--- config.mk ---
export PLATFORM = sky130hd
export DESIGN_NAME = ahb_apb_bridge_gen
export DESIGN_NICKNAME = d
export VERILOG_FILES = /design/src/rtl/ahb_apb_bridge_gen.sv
export SDC_FILE = /design/constraint.sdc
export NUM_CORES = 1
export LEC_CHECK = 0
export ABC_AREA = 1
export CAP_MARGIN = 20
export CORE_MARGIN = 2
export CORE_UTILIZATION = 43
export DETAILED_ROUTE_END_ITERATION = 7
export PLACE_DENSITY_LB_ADDON = 0.08
export SETUP_SLACK_MARGIN = 0.4
export SLEW_MARGIN = 40
export SYNTH_ARGS = -nofsm -noshare
export SYNTH_HDL_FRONTEND = slang
export SYNTH_SLANG_ARGS = --single-unit
--- constraint.sdc ---
create_clock -name hclk -period 3 [get_ports hclk]
set_input_delay 0.9 -clock hclk [delete_from_list [all_inputs] [get_ports hclk]]
set_output_delay 0.9 -clock hclk [all_outputs]
set_load 0.05 [all_outputs]
--- src/rtl/ahb_apb_bridge_gen.sv ---
// -----------------------------------------------------------------------------
// ahb_apb_bridge_gen
// Parametrised AHB-to-APB bridge. One AHB slave port fans out to NUM_SLV APB
// slaves with a one-hot psel. Handles APB wait states, APB slave errors
// (turned into a two-cycle AHB ERROR), address decode misses and an optional
// ACCESS-phase timeout.
//
// Ports
//   hclk, hresetn        clock, asynchronous active-low reset
//   hwrite, hready_in,   AHB address-phase controls
//   htrans, haddr
//   hwdata               AHB write data (data phase)
//   hrdata               AHB read data, registered
//   hreadyout, hresp     AHB handshake back to the master
//   psel, penable,       APB controls (psel is one-hot)
//   pwrite
//   paddr, pwdata        APB address / write data, registered
//   prdata, pready,      APB response from the selected slave
//   pslverr
// -----------------------------------------------------------------------------
module ahb_apb_bridge_gen #(
   parameter int ADDR_W  = 32,
   parameter int DATA_W  = 32,
   parameter int NUM_SLV = 3,
   parameter int SEL_LSB = 28,
   parameter int TIMEOUT = 0
) (
   input  logic               hclk,
   input  logic               hresetn,
   input  logic               hwrite,
   input  logic               hready_in,
   input  logic [1:0]         htrans,
   input  logic [ADDR_W-1:0]  haddr,
   input  logic [DATA_W-1:0]  hwdata,
   output logic [DATA_W-1:0]  hrdata,
   output logic               hreadyout,
   output logic [1:0]         hresp,
   output logic [NUM_SLV-1:0] psel,
   output logic               penable,
   output logic               pwrite,
   output logic [ADDR_W-1:0]  paddr,
   output logic [DATA_W-1:0]  pwdata,
   input  logic [DATA_W-1:0]  prdata,
   input  logic               pready,
   input  logic               pslverr
);

   localparam int SEL_W = (NUM_SLV > 1) ? $clog2(NUM_SLV) : 1;
   localparam int CNT_W = (TIMEOUT > 0) ? $clog2(TIMEOUT + 1) : 1;

   // Slave count widened by one bit so every index value can be compared.
   localparam logic [SEL_W:0]   NUM_SLV_V = (SEL_W + 1)'(NUM_SLV);
   // Count value seen during the last permitted ACCESS cycle.
   localparam logic [CNT_W-1:0] TO_LAST   = (TIMEOUT > 0) ? CNT_W'(TIMEOUT - 1) : '0;

   localparam logic [2:0] ST_IDLE   = 3'd0;
   localparam logic [2:0] ST_WDATA  = 3'd1;
   localparam logic [2:0] ST_SETUP  = 3'd2;
   localparam logic [2:0] ST_ACCESS = 3'd3;
   localparam logic [2:0] ST_ERR1   = 3'd4;
   localparam logic [2:0] ST_ERR2   = 3'd5;

   logic [2:0]        state_q,  state_d;
   logic [SEL_W-1:0]  idx_q,    idx_d;
   logic [ADDR_W-1:0] paddr_q,  paddr_d;
   logic              pwrite_q, pwrite_d;
   logic [DATA_W-1:0] pwdata_q, pwdata_d;
   logic [DATA_W-1:0] hrdata_q, hrdata_d;
   logic [CNT_W-1:0]  cnt_q,    cnt_d;

   logic [SEL_W-1:0]  haddr_idx;
   logic              addr_hit;
   logic              xfer_valid;

   assign haddr_idx  = haddr[SEL_LSB +: SEL_W];
   assign addr_hit   = {1'b0, haddr_idx} < NUM_SLV_V;
   // ERR2 is the second ERROR cycle, in which the master already drives the
   // next address phase, so it samples transfers exactly like IDLE.
   assign xfer_valid = ((state_q == ST_IDLE) || (state_q == ST_ERR2)) &&
                       hready_in && htrans[1];

   always_comb begin
      // NOTE: every signal assigned here gets a default first, so no path
      // leaves one unassigned and no latch is inferred.
      state_d  = state_q;
      idx_d    = idx_q;
      paddr_d  = paddr_q;
      pwrite_d = pwrite_q;
      pwdata_d = pwdata_q;
      hrdata_d = hrdata_q;
      cnt_d    = cnt_q;

      case (state_q)
         ST_IDLE, ST_ERR2: begin
            state_d = ST_IDLE;
            if (xfer_valid) begin
               paddr_d  = haddr;
               pwrite_d = hwrite;
               idx_d    = haddr_idx;
               if (addr_hit) state_d = hwrite ? ST_WDATA : ST_SETUP;
               else          state_d = ST_ERR1;
            end
         end
         ST_WDATA: begin
            pwdata_d = hwdata;
            state_d  = ST_SETUP;
         end
         ST_SETUP: begin
            state_d = ST_ACCESS;
         end
         ST_ACCESS: begin
            if (pready) begin
               if (pslverr) begin
                  state_d = ST_ERR1;
               end else begin
                  if (!pwrite_q) hrdata_d = prdata;
                  state_d = ST_IDLE;
               end
            end else begin
               if (cnt_q != '1) cnt_d = cnt_q + CNT_W'(1);
               if ((TIMEOUT > 0) && (cnt_q >= TO_LAST)) state_d = ST_ERR1;
            end
         end
         ST_ERR1: begin
            state_d = ST_ERR2;
         end
         default: begin
            state_d = ST_IDLE;
         end
      endcase

      // The counter restarts for every APB transfer.
      if (state_d == ST_SETUP) cnt_d = '0;
   end

   // NOTE: sequential state uses non-blocking assignments only, so every
   // register samples the pre-edge value of every other register.
   always_ff @(posedge hclk or negedge hresetn) begin
      if (!hresetn) begin
         state_q  <= ST_IDLE;
         idx_q    <= '0;
         paddr_q  <= '0;
         pwrite_q <= 1'b0;
         pwdata_q <= '0;
         hrdata_q <= '0;
         cnt_q    <= '0;
      end else begin
         state_q  <= state_d;
         idx_q    <= idx_d;
         paddr_q  <= paddr_d;
         pwrite_q <= pwrite_d;
         pwdata_q <= pwdata_d;
         hrdata_q <= hrdata_d;
         cnt_q    <= cnt_d;
      end
   end

   // Handshake outputs decode straight from the state register so an
   // asynchronous reset clears them without waiting for a clock edge.
   assign hreadyout = (state_q == ST_IDLE) || (state_q == ST_ERR2);
   assign hresp     = ((state_q == ST_ERR1) || (state_q == ST_ERR2)) ? 2'b01 : 2'b00;
   assign penable   = (state_q == ST_ACCESS);

   always_comb begin
      psel = '0;
      for (int i = 0; i < NUM_SLV; i++) begin
         psel[i] = ((state_q == ST_SETUP) || (state_q == ST_ACCESS)) &&
                   (idx_q == SEL_W'(i));
      end
   end

   assign pwrite = pwrite_q;
   assign paddr  = paddr_q;
   assign pwdata = pwdata_q;
   assign hrdata = hrdata_q;

endmodule

; Word-level counts from Yosys, hierarchy flattened
; Index checks and enable logic that the tools add are counted.
[totals]
register_bits = 102
output_inout_bits = 104
elab_cells = 37
[classes]
n_lt_le_gt_ge = 1
n_eq_ne = 8
mux = 7
bitwise_logic = 2
reduce_logical = 13
[ops]
columns = cell, count
row1 = one-hot mux 3 bit (5 select lines), 1
row2 = two-way mux 3 bit, 4
row3 = equality test 3 x 2 -> 1 bit (second input constant), 2
row4 = equality test 3 bit (second input constant), 2
row5 = logical AND 1 bit, 5
row6 = AND reduction 4 bit, 1
row7 = equality test 3 x 1 -> 1 bit (second input constant), 1
row8 = logical NOT 3 bit, 1
row9 = logical OR 1 bit, 3
row10 = equality test 2 x 1 -> 1 bit (second input constant), 1
row11 = equality test 2 bit (second input constant), 1
row12 = logical NOT 2 bit, 1
row13 = < comparator 2 bit (second input constant), 1
row14 = two-way mux 2 bit, 1
row15 = != test 2 x 1 -> 1 bit (second input constant), 1
row16 = NOT 1 bit, 2
row17 = AND reduction 2 bit, 1
row18 = OR reduction 2 bit, 1
row19 = two-way mux 1 bit, 1

; Logic depth before layout (Yosys ltp)
; Gate-level depths: netlist of the first run.
[depth]
depth_word = 6
ltp_mapped = 7
depth_no_buf = 6

; Worst setup path before layout of the first run
; OpenSTA, ideal clock, no wires.
[synth_timing]
path_kind = reg-to-output
startpoint = register paddr[29] (netlist name)
endpoint = output psel[2]
t_arrival_ns = 1.860
t_required_ns = 2.100
slack_ns = 0.240
path_stages_with_launch = 3
path_cell_list = dfrtp_1 -> inv_1 -> nor3_1
[synth_lines]
columns = item, line_no
row1 = "end, declared", 38  ; output logic [NUM_SLV-1:0] psel,

; Worst setup path after layout of the first run
[layout_timing]
startpoint = register state_q[2]
endpoint = output psel[2]
[layout_between]
elab_chain_cells = 3
[layout_rtl]
columns = item, line_no
row1 = "start, declared", 63  ; logic [2:0] state_q, state_d;
row2 = "start signal, assigned", 148  ; state_q <= state_d;
row3 = equality test 3 x 2 -> 1 bit, 167  ; psel[i] = ((state_q == ST_SETUP) || (state_q == ST_ACCESS)) &&
row4 = logical OR 1 bit *, 167
row5 = logical AND 1 bit *, 167
; Mark *: on every way between the ends. The rest lies on a longest branch, timed or not.

==> run metrics, run 1 <==
result of the run=finished, final reports clean; filler cell count=~790; Worst-Margin Slew=around 0.59 ns; worst hold start=paddr[25]; DR WL/cell=between 10 and 15 um; placer congestion estimate=0.7660; minimum clock period=~2.6 ns; Seq pwr share=between 20 and 30%; Initial Util=between 40% and 50%; min-delay worst type=reg -> reg; pin count of the biggest net entering global routing=66; total power=8.066 mW; internal power=slightly below 4 mW; Chip Height=a little over 100 um; RR Endpoint=hrdata[26]; sequential area share after synthesis=between 60% and 70%; initial antenna violation count=0; FF+latch area=around 2500 um2; Synth Area in XOR/XNOR=0%; CP top delay family=buffers and inverters; Reg2Reg Launch Point=state_q[2]; # diodes=0; fmax=slightly below 400 MHz; hold_ws=0.4735 ns; Syn Area/Cell=between 8 and 9 um2; setup TNS=0 ns; Post-Route WL=around 11000 um; Design Area, Final=6379 um2; routed vias/inst=between 4 and 5; Crit Path Class=reg -> out; critical-path cell list=inv_2 > nand2_1 > nor3_2 > clkdlybuf4s15_1; Reg2Reg Depth=7; TritonCTS clock tree=done; Initial DRC Count=~140; Post-Syn Nets=563; Final HPWL DP=slightly below 8000 um; maxcap violations=0; Arrival @ worst endpoint=~1.7 ns; grt ovf=0; pwr dens=around 1300 nW/um2; Cells after Synth=between 400 and 500; highest routed layer=met4; met3 wire length=just over 900 um; Comb power frac=61.0%; R2R Setup Slk=1.12 ns; first-pass GRT wire length=about 17000 um; final slew viol count=0; hold_buf cts=0; compound-cell area share of the yosys netlist=4.450%; multi-input logic area=1280 um2; sw frac=approximately 52%; Slowest cell on crit path=clkdlybuf4s15_1; required time worst endpoint=around 2.1 ns; DR DRC count=0; Die Area=10340 um2; Critical Path Sink Type=output pin; yosys warns=0; core area=9240 um2; VDD IR max=0.5901 mV; Post-DP Area=slightly above 6000 um2; GR Util All Layers=between 20% and 30%; fraction of layout cells with a size suffix above 1=under 10%; Pre-antenna DRT Iters=4; largest family of logic cells by synthesized area=simple AND/OR/NAND/NOR gates; clk_skew=0.01360 ns; startpoint types=flop; Worst-path clk slew=0.09 ns; Area Overhead vs Synth=55.38%; clock power share=approximately 10%; final setup vio count=0; Met1 Wirelength=4486 um; vias in the first global route=about 3.6k; clk buf depth=2; # rows=35; Final Hold Fails=0; Worst Path Buf+Inv=2; metal2 WL=5191 um; Final #Nets=about 760; Die Span X=about 100 um; unrepaired setup endpoints after global routing=true; final clock period utilization by the worst path=between 80% and 90%; antenna viol nets, final=0; PortBufs=~200; Max Fanout on Critical Path=5; Synth cell types=19; Hold Crit Depth=2; clk_lat worst skew=about 0.35 ns; adder-cell share of the synthesized area=0%; CP peak stage delay=roughly 0.52 ns; Static Leakage=around 3.2 nW; I/O pin cnt=208; post-synthesis mux area share=0%; Yosys top cell by area=dfrtp_1; clock sinks=100; share of the synthesized area in the top cell type=between 60% and 70%; Root Buffer=clkbuf_8; H-tree Lvls=3; cell area after synthesis=4105 um2; Yosys reg bits=100; slew margin rel.=about 61%; cts bufs inserted=9; simple-gate share of the synthesized area=a little over a quarter; P_sw=roughly 4.2 mW; top post-synthesis cells by area=dfrtp_1, nand2_1, nand3_1; Worst Hold End=paddr[25]; Vias=3672
routing by layer:
metal	GRT usage, %	vias up
met1	27.83	1713
met3	6.073	12
li1	-	1822
met5	0	-
met4	7.277	0
met2	34.16	125
Yosys cell counts:
cell	number
a21oi_1	1
buf_2	6
buf_4	8
buf_6	6
clkbuf_1	6
conb_1	1
dfrtp_1	100
inv_1	39
inv_2	3
nand2_1	171
nand2_2	1
nand2_4	2
nand3_1	71
nand3b_1	1
nor2_1	5
nor3_1	2
nor3_4	1
o21a_1	1
o21ai_0	34
state kept, by name, summed over array words and instances (netlist names):
| signal | flops |
|---|---|
| hrdata | 32 |
| pwdata | 32 |
| paddr | 31 |
| state_q | 3 |
| idx_q | 1 |
| pwrite | 1 |
worst register-to-register path, stage by stage, from the launching register on:
cell and delay [ns]:
dfrtp_1 0.42, inv_2 0.09, nand3_1 0.13, inv_2 0.09, buf_4 0.32, nand2_2 0.46, nand2_1 0.19, nand2_1 0.07
logic make-up after synthesis:
| kind of cell | count (synthesis) |
|---|---|
| compound gates | 36 |
| other cells | 1 |
| flops | 100 |
| buf+inv | 68 |
| simple gates | 254 |
how the worst max path moves through the flow:
stage,start,to,slack (ns),cells after the start
after floorplan,paddr[29],psel[2],0.63,2
after global placement,state_q[0],hresp[0],0.52,4
after detailed placement,state_q[0],hresp[0],0.50,4
after CTS,state_q[2],psel[2],0.38,4
after global routing,state_q[2],psel[2],0.32,4
final,state_q[2],psel[2],0.42,4
area by class of cell:
| class | count | share of cell area [%] |
|---|---|---|
| flip-flops and latches | 100 | 39.23 |
| repair buffers | 211 | 32.76 |
| multi-input cells | 291 | 20.07 |
| well taps | 129 | 2.530 |
| inverters | 42 | 2.472 |
| clock buffers | 12 | 2.432 |
| clock inverters | 4 | 0.5100 |
placed cells by master, fill, tap and decap left out:
cell type,instances
a21oi_1,1
buf_12,1
buf_4,8
clkbuf_1,1
clkbuf_2,3
clkbuf_8,11
clkdlybuf4s15_1,1
clkdlybuf4s50_1,197
clkinv_4,1
clkinvlp_4,2
conb_1,1
dfrtp_1,100
dlymetal6s2s_1,1
inv_1,39
inv_2,3
inv_6,1
nand2_1,171
nand2_2,1
nand2_4,2
nand3_1,70
nand3_2,1
nand3b_1,1
nor2_1,5
nor3_2,2
nor3_4,1
o21a_1,1
o21ai_0,34
metrics by stage:
step / utilization [%] / instances / setup slack, ns
after CTS: 69.15 / 789 / 0.3780
after global placement: 67.14 / 773 / 0.5226
after floorplan: - / 459 / 0.6260
after detailed placement: 67.14 / 773 / 0.4989
after global routing: 69.03 / 789 / 0.3185
final: 69.03 / 789 / 0.4245
power groups by stage:
stage          Combinational (mW)  Clock [mW]  Sequential, mW
5_1_grt                      5.22       0.896            2.42
2_1_floorplan                1.12           0            4.50
4_1_cts                      4.98       0.836            2.34
3_3_place_gp                 4.92           0            2.33
3_5_place_dp                 4.97           0            2.36
6_report                     4.92       0.806            2.34
timing repair:
item | CTS | global route
resized for setup | 7 | 5
buffers inserted | 0 | 0
endpoints found under the setup margin | 4 | 5
Power figures use the tool's default switching activity.
==> run 2: changes to the inputs <==
- CELL_PAD_IN_SITES_DETAIL_PLACEMENT: unset -> 1
- CELL_PAD_IN_SITES_GLOBAL_PLACEMENT: unset -> 2
- CORE_UTILIZATION: 43 -> 24
- CTS_CLUSTER_SIZE: unset -> 8
- PLACE_DENSITY_LB_ADDON: 0.08 -> 0.3
==> run metrics, run 2 (synthesis results as in run 1) <==
clock sinks=100; Die Area=18170 um2; Final #Nets=760; core area=16640 um2; final clock period utilization by the worst path=84.08%; Arrival @ worst endpoint=approximately 1.6 ns; Initial DRC Count=between 100 and 150; Slowest cell on crit path=clkdlybuf4s50_1; clk_skew=0.004445 ns; first-pass GRT wire length=roughly 21000 um; final setup vio count=0; routed vias/inst=approximately 4.3; Final HPWL DP=slightly below 10000 um; Area Overhead vs Synth=61.90%; maxcap violations=0; Pre-antenna DRT Iters=4; # diodes=0; clk_lat worst skew=0.35 ns; Worst-path clk slew=around 0.070 ns; initial antenna violation count=0; antenna viol nets, final=0; DR WL/cell=15.04 um; Max Fanout on Critical Path=5; pin count of the biggest net entering global routing=46; GR Util All Layers=about 15%; min-delay worst type=reg -> reg; vias in the first global route=around 4.1k; VDD IR max=roughly 0.52 mV; total power=around 8.7 mW; Static Leakage=3.220 nW; pwr dens=roughly 1300 nW/um2; filler cell count=1927; minimum clock period=roughly 2.5 ns; fmax=396.4 MHz; CP top delay family=buffers and inverters; Die Span X=between 100 and 150 um; PortBufs=205; I/O pin cnt=roughly 210; Vias=roughly 3.8k; critical-path cell list=clkdlybuf4s50_1; leading cell type in the layout, fill and taps excluded=clkdlybuf4s50_1; Final Hold Fails=0; Initial Util=24.67%; TritonCTS clock tree=done; Worst-Margin Slew=a little over 0.6 ns; R2R Setup Slk=roughly 1.1 ns; Worst Path Buf+Inv=1; DR DRC count=0; result of the run=finished, final reports clean; startpoint types=flop; H-tree Lvls=3; fraction of layout cells with a size suffix above 1=about 5.9%; cts bufs inserted=9; setup TNS=0 ns; unrepaired setup endpoints after global routing=false; grt ovf=0; placer congestion estimate=just over 0.7; final slew viol count=0; CP peak stage delay=~0.84 ns; Chip Height=134.8 um; clk buf depth=2; # rows=47; Root Buffer=clkbuf_16; slew margin rel.=between 50% and 60%; Critical Path Sink Type=output pin; required time worst endpoint=2.10 ns; Post-Route WL=roughly 13000 um; postcts setup bufs=0; most frequent cells in the layout=clkdlybuf4s50_1, nand2_1, dfrtp_1; Crit Path Class=reg -> out
run 2: cell types whose count changed in the layout (fill, tap and decap cells not counted):
cell             previous run  this run
clkbuf_8                   11         0
clkbuf_16                   0         9
bufinv_16                   0         3
buf_4                       8        10
clkdlybuf4s15_1             1         0
clkinv_2                    0         1
clkinv_4                    1         0
clkinvlp_4                  2         1
dlygate4sd2_1               0         1
dlymetal6s2s_1              1         0
run 2: per-stage QoR:
| stage | std cells | util, % | cell area (um2) | setup WS [ns] | hold WS [ns] |
|---|---|---|---|---|---|
| 6_report | 881 | 39.94 | 6646 | 0.4776 | 0.4708 |
| 5_1_grt | 881 | 39.94 | 6646 | 0.4123 | 0.5024 |
| 4_1_cts | 881 | 40.00 | 6658 | 0.3908 | 0.4763 |
| 3_5_place_dp | 865 | 37.99 | 6322 | 0.4978 | 0.4595 |
| 3_3_place_gp | 865 | 37.99 | 6322 | 0.5302 | 0.4534 |
| 2_1_floorplan | 459 | - | 4115 | 0.6260 | 0.6044 |
run 2: routing by layer:
metal / global-route usage [%] / wire length [um]
met1: 17.77 / 5458
met2: 24.53 / 6260
met3: 5.593 / 1257
met4: 5.965 / 269
met5: 0 / 0
run 2: power by group:
part / switching (mW) / internal (mW)
combinational: 3.45 / 1.52
sequential: 0.370 / 1.99
clock: 0.519 / 0.818
total: 4.34 / 4.32
run 2: layout make-up:
type	instances	area, um2	area share [%]
Clock buffer	10	229.0	3.445
Clock inverter	6	111.4	1.675
Inverter	42	157.7	2.372
Multi-Input combinational cell	291	1280	19.26
Sequential cell	100	2502	37.65
Tap cell	220	275.3	4.142
Timing Repair Buffer	212	2091	31.46
run 2: tightest hold or removal path, cell delays in order (launching register included):
cell and delay, ns:
dfrtp_1 0.34, nand2_1 0.05, nand2_1 0.04
run 2: final timing paths:
check / from / end / depth (start not counted)
max: idx_q[0] / paddr[28] / 1
min: hrdata[13] / hrdata[13] / 2
max reg2reg: state_q[2] / hrdata[27] / 7
min reg2reg: hrdata[13] / hrdata[13] / 2
max in group asynchronous: hresetn / hrdata[9] / 2
min in group asynchronous: hresetn / hrdata[20] / 1
run 2: what timing repair did:
action                                  4_1_cts  5_1_grt
resized for setup                             4        6
hold buffers                                  0        0
endpoints found under the setup margin        4        3
==> run 3: changes to the inputs <==
- CORE_UTILIZATION: 24 -> 20
- clock period: 3 -> 2.15 ns (I/O delays scaled with it)
==> run metrics, run 3 (synthesis results as in run 1) <==
final clock period utilization by the worst path=between 80% and 90%; antenna viol nets, final=0; Vias=between 3k and 4k; clk_skew=0.008535 ns; Design Area, Final=~6700 um2; Chip Height=about 150 um; initial antenna violation count=1; fmax=520.9 MHz; Arrival @ worst endpoint=between 1 and 1.5 ns; unrepaired setup endpoints after global routing=true; routed vias/inst=about 4.1; Initial DRC Count=a little under 60; Worst-path clk slew=approximately 0.07 ns; clk buf depth=2; DR DRC count=0; minimum clock period=approximately 1.9 ns; maxcap violations=0; Inst Count DP=919; Pre-antenna DRT Iters=4; Final Hold Fails=0; fraction of layout cells with a size suffix above 1=roughly a quarter; PortBufs=205; vias in the first global route=between 4k and 5k; Layout Cells excl Fill=about 950; filler cell count=roughly 2.4k; Root Buffer=clkbuf_16; min-delay worst type=in -> async; clock sinks=100; Final HPWL DP=just over 10000 um; final slew viol count=0; core area=20170 um2; I/O pin cnt=approximately 210; TritonCTS clock tree=done; utilization after layout=33.13%; GR Util All Layers=13.17%; setup TNS=0 ns; clk_lat worst skew=about 0.35 ns; worst setup margin=0.2304 ns; setup slack after placement=between 0.1 and 0.15 ns; DR WL/cell=14.65 um; leading cell type in the layout, fill and taps excluded=nand2_1; Final #Nets=between 700 and 800; required time worst endpoint=~1.5 ns; cts bufs inserted=9; # rows=52; Area Overhead vs Synth=62.76%; grt ovf=0; Post-Route WL=about 14000 um; pin count of the biggest net entering global routing=41; Die Span X=147.3 um; startpoint types=flop; first-pass GRT wire length=roughly 23000 um; placer congestion estimate=0.7448; result of the run=finished, final reports clean; most frequent cells in the layout=nand2_1, clkdlybuf4s50_1, dfrtp_1; Crit Path Class=reg -> out; VDD IR max=0.6550 mV; H-tree Lvls=3; hold_buf cts=0; Initial Util=between 20% and 30%; pwr dens=between 1500 and 2000 nW/um2; final setup vio count=0; Critical Path Sink Type=output pin; Max Fanout on Critical Path=3; Post-DP Area=approximately 6400 um2; Die Area=around 22000 um2; Static Leakage=~3.4 nW
[run 3: what timing repair did]
| action | CTS | global route |
|---|---|---|
| cloned | 0 | 0 |
| pin swaps | 2 | 3 |
| setup endpoints to repair | 41 | 79 |
| gates resized for setup | 120 | 47 |
| setup buffers | 8 | 2 |
[run 3: power breakdown]
group	leakage (nW)	internal, mW	total [mW]	switching, mW
Combinational	2.02	2.02	6.97	4.95
Sequential	1.25	2.78	3.34	0.554
Clock	0.125	0.814	1.53	0.715
Total	3.39	5.61	11.8	6.22
[run 3: final cells by class]
| type | count | area (um2) | area share [%] |
|---|---|---|---|
| Antenna cell | 1 | 2.502 | 0.03745 |
| Tap cell | 270 | 337.8 | 5.056 |
| Inverter | 42 | 160.2 | 2.397 |
| Timing Repair Buffer | 226 | 2053 | 30.73 |
| Multi-Input combinational cell | 291 | 1350 | 20.21 |
| Clock inverter | 3 | 23.77 | 0.3558 |
| Sequential cell | 100 | 2507 | 37.53 |
| Clock buffer | 12 | 246.5 | 3.689 |
[run 3: final timing paths]
kind | startpoint | to | slack, ns | cells past startpoint
worst max register to register | state_q[2] | hrdata[30] | 0.43 | 9
worst max-delay path | state_q[2] | penable | 0.23 | 5
min in group hclk | hrdata[13] | hrdata[13] | 0.46 | 2
max in group asynchronous | hresetn | hrdata[2] | 1.38 | 2
worst min-delay path | hresetn | pwdata[15] | 0.21 | 1
worst min register to register | hrdata[13] | hrdata[13] | 0.46 | 2
[run 3: metal layers]
layer	vias to the layer above	global-route usage (%)	share of wire [%]
met5	-	0	0
met4	0	6.010	2.3
met3	20	4.224	7.5
met2	113	22.34	50
met1	1868	15.17	40
li1	1851	-	-
[run 3: critical path: stages, from the launching register on]
cell and delay, ns:
dfrtp_1 0.40, inv_2 0.10, buf_4 0.13, nand3_4 0.08, inv_4 0.08, buf_12 0.13
[run 3: per-stage QoR]
step | hold WS (ns) | total power, mW
floorplan | 0.3494 | 7.891
global placement | 0.4541 | 10.28
detailed placement | 0.4597 | 10.43
CTS | 0.2131 | 12.06
global route | 0.2221 | 12.59
finish | 0.2146 | 11.84
